### src/rtl/seg_pkg.sv
// Shared definitions for the multiplexed 4-digit seven-segment scan controller.
// Glyphs are active-low cathode patterns, bit0 = segment a .. bit6 = segment g.
package seg_pkg;

    localparam logic [6:0] SEG_0 = 7'h40;
    localparam logic [6:0] SEG_1 = 7'h79;
    localparam logic [6:0] SEG_2 = 7'h24;
    localparam logic [6:0] SEG_3 = 7'h30;
    localparam logic [6:0] SEG_4 = 7'h19;
    localparam logic [6:0] SEG_5 = 7'h12;
    localparam logic [6:0] SEG_6 = 7'h02;
    localparam logic [6:0] SEG_7 = 7'h78;
    localparam logic [6:0] SEG_8 = 7'h00;
    localparam logic [6:0] SEG_9 = 7'h10;
    localparam logic [6:0] SEG_A = 7'h08;
    localparam logic [6:0] SEG_B = 7'h03;
    localparam logic [6:0] SEG_C = 7'h46;
    localparam logic [6:0] SEG_D = 7'h21;
    localparam logic [6:0] SEG_E = 7'h06;
    localparam logic [6:0] SEG_F = 7'h0E;

    localparam logic [6:0] SEG_BLANK = 7'h7F;
    localparam logic [3:0] AN_OFF    = 4'hF;

    typedef enum logic {
        BLANK = 1'b0,
        DRIVE = 1'b1
    } phase_e;

    // One complete 4-digit display image: digits[0] is least significant.
    typedef struct packed {
        logic [3:0][3:0] digits;
        logic [3:0]      dp_en;
    } frame_t;

endpackage

### src/rtl/seg_decoder.sv
// Combinational hex-to-seven-segment decoder, active-low outputs.
// Every 4-bit value has a glyph, so there is no illegal input.
module seg_decoder
    import seg_pkg::*;
(
    input  logic [3:0] digit,
    output logic [6:0] seg
);

    always_comb begin
        unique case (digit)
            4'h0: seg = SEG_0;
            4'h1: seg = SEG_1;
            4'h2: seg = SEG_2;
            4'h3: seg = SEG_3;
            4'h4: seg = SEG_4;
            4'h5: seg = SEG_5;
            4'h6: seg = SEG_6;
            4'h7: seg = SEG_7;
            4'h8: seg = SEG_8;
            4'h9: seg = SEG_9;
            4'hA: seg = SEG_A;
            4'hB: seg = SEG_B;
            4'hC: seg = SEG_C;
            4'hD: seg = SEG_D;
            4'hE: seg = SEG_E;
            4'hF: seg = SEG_F;
        endcase
    end

endmodule

### src/rtl/seg_scan_ctrl.sv
// 4-digit multiplexed seven-segment scan controller with a one-deep pending buffer
// committed only at frame boundaries. Optional leading-zero blanking: SEG_LZ_SUPPRESS_EN.
module seg_scan_ctrl
    import seg_pkg::*;
#(
    parameter int unsigned SCAN_DIV     = 12000,
    parameter int unsigned BLANK_CYCLES = 200
) (
    input  logic       sysclk,
    input  logic       rst_n,
    input  logic       load_valid,
    output logic       load_ready,
    input  logic [3:0] digit0,
    input  logic [3:0] digit1,
    input  logic [3:0] digit2,
    input  logic [3:0] digit3,
    input  logic [3:0] dp_en,
    output logic [6:0] seg,
    output logic       dp,
    output logic [3:0] an
);

    localparam int unsigned CNT_W = $clog2(SCAN_DIV);
    localparam logic [CNT_W-1:0] SLOT_LAST = CNT_W'(SCAN_DIV - 1);
    localparam logic [CNT_W-1:0] BLANK_END = CNT_W'(BLANK_CYCLES);

    logic [CNT_W-1:0] slot_cnt;
    logic [1:0]       idx;
    frame_t           pend;
    frame_t           disp;
    logic             pend_full;

    logic             slot_wrap;
    logic             frame_end;
    logic             accept;
    phase_e           phase;
    logic [3:0]       cur_digit;
    logic [6:0]       dec_seg;
    logic [6:0]       glyph;
    logic [3:0]       an_d;
    logic [6:0]       seg_d;
    logic             dp_d;

    assign slot_wrap  = (slot_cnt == SLOT_LAST);
    assign frame_end  = slot_wrap && (idx == 2'd3);
    assign load_ready = !pend_full;
    assign accept     = load_valid && load_ready;
    assign phase      = (slot_cnt < BLANK_END) ? BLANK : DRIVE;

    // NOTE: sequential state uses non-blocking assignments so every flop samples
    // pre-edge values; blocking here would create order-dependent simulation races.
    always_ff @(posedge sysclk or negedge rst_n) begin
        if (!rst_n) begin
            slot_cnt <= '0;
            idx      <= 2'd0;
        end else if (slot_wrap) begin
            slot_cnt <= '0;
            idx      <= idx + 2'd1;
        end else begin
            slot_cnt <= slot_cnt + CNT_W'(1);
        end
    end

    // Commit wins over accept at the boundary; ready is low then, so they never collide.
    always_ff @(posedge sysclk or negedge rst_n) begin
        if (!rst_n) begin
            disp      <= '0;
            pend_full <= 1'b0;
        end else if (frame_end && pend_full) begin
            disp      <= pend;
            pend_full <= 1'b0;
        end else if (accept) begin
            pend_full <= 1'b1;
        end
    end

    // NOTE: the pending data is left without reset; pend_full qualifies it, so its
    // content after reset is never observed and the flops stay plain data registers.
    always_ff @(posedge sysclk) begin
        if (accept) begin
            pend.digits <= {digit3, digit2, digit1, digit0};
            pend.dp_en  <= dp_en;
        end
    end

    assign cur_digit = disp.digits[idx];

    seg_decoder u_decoder (
        .digit (cur_digit),
        .seg   (dec_seg)
    );

`ifdef SEG_LZ_SUPPRESS_EN
    logic lz_blank;

    // A digit is a leading zero when it and every more significant digit are zero.
    always_comb begin
        lz_blank = 1'b0;
        case (idx)
            2'd3:    lz_blank = (disp.digits[3] == 4'd0);
            2'd2:    lz_blank = (disp.digits[3] == 4'd0) && (disp.digits[2] == 4'd0);
            2'd1:    lz_blank = (disp.digits[3] == 4'd0) && (disp.digits[2] == 4'd0)
                                && (disp.digits[1] == 4'd0);
            default: lz_blank = 1'b0;
        endcase
    end

    assign glyph = lz_blank ? SEG_BLANK : dec_seg;
`else
    assign glyph = dec_seg;
`endif

    // NOTE: every output of this block gets a default first, so no path through it
    // leaves a variable unassigned and no latch can be inferred.
    always_comb begin
        an_d  = AN_OFF;
        seg_d = SEG_BLANK;
        dp_d  = 1'b1;
        if (phase == DRIVE) begin
            an_d  = ~(4'b0001 << idx);
            seg_d = glyph;
            dp_d  = ~disp.dp_en[idx];
        end
    end

    always_ff @(posedge sysclk or negedge rst_n) begin
        if (!rst_n) begin
            an  <= AN_OFF;
            seg <= SEG_BLANK;
            dp  <= 1'b1;
        end else begin
            an  <= an_d;
            seg <= seg_d;
            dp  <= dp_d;
        end
    end

endmodule

### config.mk
export PLATFORM = sky130hd
export DESIGN_NAME = seg_scan_ctrl
export DESIGN_NICKNAME = d
export VERILOG_FILES = /design/src/rtl/seg_pkg.sv /design/src/rtl/seg_decoder.sv /design/src/rtl/seg_scan_ctrl.sv
export SDC_FILE = /design/constraint.sdc
export NUM_CORES = 1
export LEC_CHECK = 0
export BUFFER_PORTS_ARGS = -buffer_cell sky130_fd_sc_hd__buf_4
export CORE_ASPECT_RATIO = 1.1
export CORE_MARGIN = 8
export CORE_UTILIZATION = 51
export CTS_CLUSTER_SIZE = 16
export DETAILED_ROUTE_END_ITERATION = 16
export PLACE_DENSITY = 0.74
export SLEW_MARGIN = 5
export SYNTH_ARGS = -nofsm -noshare
export SYNTH_HDL_FRONTEND = slang
export SYNTH_SLANG_ARGS = --single-unit
export TNS_END_PERCENT = 20
### constraint.sdc
create_clock -name sysclk -period 2.1 [get_ports sysclk]
set_clock_uncertainty 0.05 [all_clocks]
set_input_delay 0.105 -clock sysclk [delete_from_list [all_inputs] [get_ports sysclk]]
set_output_delay 0.105 -clock sysclk [all_outputs]
set_load 0.005 [all_outputs]
==> results.py <==
metrics = {
    "setup_path": {
        "max_stage_delay_ns": 0.55,
        "arrival_ns": 2.19,
        "criticalPathCategory": "reg -> reg",
        "required_ns": 2.28,
        "worst_setup_path_start_kind": "flop",
        "end_kind": "flop",
        "crit_fanout": 16,
        "worstPathCellList": "or4b_4, nor4_4, and3_4, buf_12, mux2_1",
        "slowest_stage": "or4b_4",
    },
    "detailed_routing": {
        "wl_mm": 5.38,
        "drt_drc_violations_left": 0,
        "avgRoutedWirePerCell_um": 14.8,
        "num_vias": 1831,
        "first_pass_iters": 4,
        "ant_nets": 0,
        "drtIter0Drc": 56,
        "via_per_inst": 5.03,
    },
    "pwr": {
        "comb_power_share_pct": 2.8,
        "p_int_mw": 2.35,
        "power_switching_mw": 0.541,
        "p_leak_nw": 1.67,
        "netSwitchingFraction_pct": 18.7,
        "pwr-share-clk_pct": 49.3,
        "power_frac_seq_pct": 47.9,
        "cellPowerDensity_nw_per_um2": 748,
        "worst_ir_drop_vdd_mv": 0.601,
    },
    "logic_synthesis": {
        "netlist.area_leader.share_pct": 31.6,
        "syn-num-nets": 238,
        "postSynth.asyncResetShare_pct": 71.0,
        "synth-seq-cells": 69,
        "syn_inst": 204,
        "synthTopCellsByArea": "dfrtp_1, edfxtp_1, dfstp_2, mux2_1, ha_1",
        "syn_area_per_cell_um2": 14.4,
        "yosysUniqueCellTypes": 38,
        "syn_area_um2": 2930,
        "synth-main-ff-cell": "dfrtp_1",
        "yosysTopAreaCell": "dfrtp_1",
        "synth_edf_count": 20,
        "ys_seq_area_share_pct": 62.9,
        "ys_warn_count": 0,
    },
    "sta": {
        "worstMarginPinSlew_ns": 0.592,
        "period_needed_ns": 2.02,
        "tns_ns": 0,
        "fin_hold_ws_ns": 0.260,
        "timing.fmax_mhz": 495,
        "setup_viol": 0,
        "drv_slew": 0,
        "hold_viol_final": 0,
        "grt_setup_unrepaired": "no",
        "maxSlewHeadroom_pct": 60.6,
        "fin_crit_sh_pct": 96.1,
    },
    "finish": {
        "final_cell_count_no_fill": 364,
        "fill_cells": 401,
        "finalNetCount": 316,
        "design_area_um2": 3860,
        "drive_above_1_share_pct": 31.7,
        "diodes": 0,
        "syn2layout_area_growth_pct": 31.8,
    },
    "status": {
        "outcome": "finished, final reports clean",
    },
    "hold_path": {
        "worstHoldPathType": "in -> async",
    },
    "die": {
        "initial_utilization_pct": 51.7,
        "dieWidth_um": 88.3,
        "core_um2": 5660,
        "io_pins": 36,
        "dieArea_um2": 8430,
        "num_rows": 29,
        "die_h_um": 95.5,
    },
    "clocking": {
        "clk_transition_reported_paths_ns": 0.08,
        "cts_made_buffers": 9,
        "tritoncts": "done",
        "cts_sinks": 69,
        "cts_root_buf": "clkbuf_8",
        "htreeDepth": 3,
        "clockBufferDepth": 2,
        "clk_latency_ns": 0.35,
    },
    "place": {
        "gp_congestion": 0.784,
        "dp_hpwl_mm": 3.46,
        "dp_cells": 323,
        "portBuffers": 35,
        "postPlaceCellArea_um2": 3350,
    },
    "grt": {
        "grt_max_degree": 50,
        "grt_pass1_vias": 1965,
        "antenna_found_initial": 0,
        "globalRouteTotalUtil_pct": 14.5,
        "grt_pass1_wl_mm": 9.05,
        "grt_overflow": 0,
    },
    "run": {
        "maxCapViolCount": 0,
    },
}
==> through the flow <==
stage	worst slack, ns	total power [mW]	util, %
finish	0.0818	2.89	68.2
CTS	0.0525	2.90	67.7
global route	0.00110	2.97	68.2
global placement	0.136	1.46	59.2
detailed placement	0.0813	1.46	59.2
floorplan	0.0332	1.41	-
==> cells in the mapped netlist, types with 5 or more instances <==
cell type,instances
dfrtp_1,37
dfstp_2,12
edfxtp_1,20
ha_1,11
inv_1,9
mux2_1,19
mux4_2,5
nand2_1,13
nor2_1,11
nor3_1,6
xnor2_1,8
==> state kept, by name, indices dropped and copies added, names as in the netlist <==
signal	count
seg	7
pend_full	1
disp	20
idx	2
dp	1
an	4
slot_cnt	14
pend	20
==> path summary, 6_finish.rpt <==
| kind | from | end | slack [ns] | depth (start not counted) |
|---|---|---|---|---|
| worst min register to register | pend[11] | disp[11] | 0.42 | 1 |
| worst max register to register | slot_cnt[8] | disp[4] | 0.08 | 5 |
| worst max-delay path | slot_cnt[8] | disp[4] | 0.08 | 5 |
| max in group asynchronous | rst_n | idx[0] | 1.31 | 2 |
| worst min-delay path | rst_n | disp[9] | 0.26 | 2 |
| min in group sysclk | digit2[2] | pend[14] | 0.41 | 2 |
==> power by group through the flow <==
stage / registers (mW) / clock network (mW) / logic (mW)
global route: 1.38 / 1.50 / 0.0884
detailed placement: 1.41 / 0 / 0.0486
global placement: 1.41 / 0 / 0.0478
CTS: 1.38 / 1.44 / 0.0807
floorplan: 1.41 / 0 / 0.000274
finish: 1.38 / 1.42 / 0.0801
==> what timing repair did <==
action | in CTS | in global routing
hold buffers | 22 | 0
resized for setup | 0 | 2
setup endpoints to repair | 0 | 15
setup buffers | 0 | 3
hold endpoints to repair | 58 | 0
==> area by class of cell <==
| type | count | area [um^2] | share of cell area [%] |
|---|---|---|---|
| sequential | 69 | 1840 | 47.7 |
| timing repair buffer | 73 | 616 | 15.9 |
| inverter | 9 | 33.8 | 0.875 |
| clock buffer | 10 | 128 | 3.31 |
| multi-input combinational | 120 | 1010 | 26.1 |
| tap | 77 | 96.3 | 2.50 |
| clock inverter | 6 | 136 | 3.53 |
==> layout by cell type, fill, tap and decap left out, types with 5 or more instances in the layout <==
cell / n
mux2_1: 19
dfstp_2: 12
edfxtp_1: 20
nand2_1: 13
dfrtp_1: 36
xnor2_1: 8
nor2_1: 11
mux4_2: 5
nor3_1: 6
buf_4: 50
inv_1: 9
dlygate4sd3_1: 22
clkbuf_8: 9
ha_1: 10
==> logic make-up (layout without fill, tap and decap cells) <==
kind of cell	Yosys count	count (layout)	synth area share (%)
AO/OA/AOI/OAI	16	16	3.55
XOR/XNOR	12	12	3.59
adder cells (fa/ha/maj)	11	11	4.70
buffers and inverters	15	98	2.82
flip-flops	69	69	62.9
multiplexers	27	27	12.3
AND/OR/NAND/NOR	54	54	10.2
==> routing by layer <==
metal | wire length (um) | track usage (%) | vias up | part of all wire (%)
li1 | - | - | 884 | -
met1 | 2340 | 16.2 | 898 | 44
met2 | 2670 | 23.8 | 39 | 50
met3 | 271 | 5.60 | 10 | 5.0
met4 | 93 | 7.05 | 0 | 1.7
met5 | 0 | 0 | - | 0
==> critical path, delay by kind of cell (launching register included) <==
family,cells,cell delay [ns]
muxes,1,0.34
buffers and inverters,1,0.15
DFF,1,0.38
and+or+nand+nor,3,0.99
Note: power is estimated with default switching activity, not from simulation.
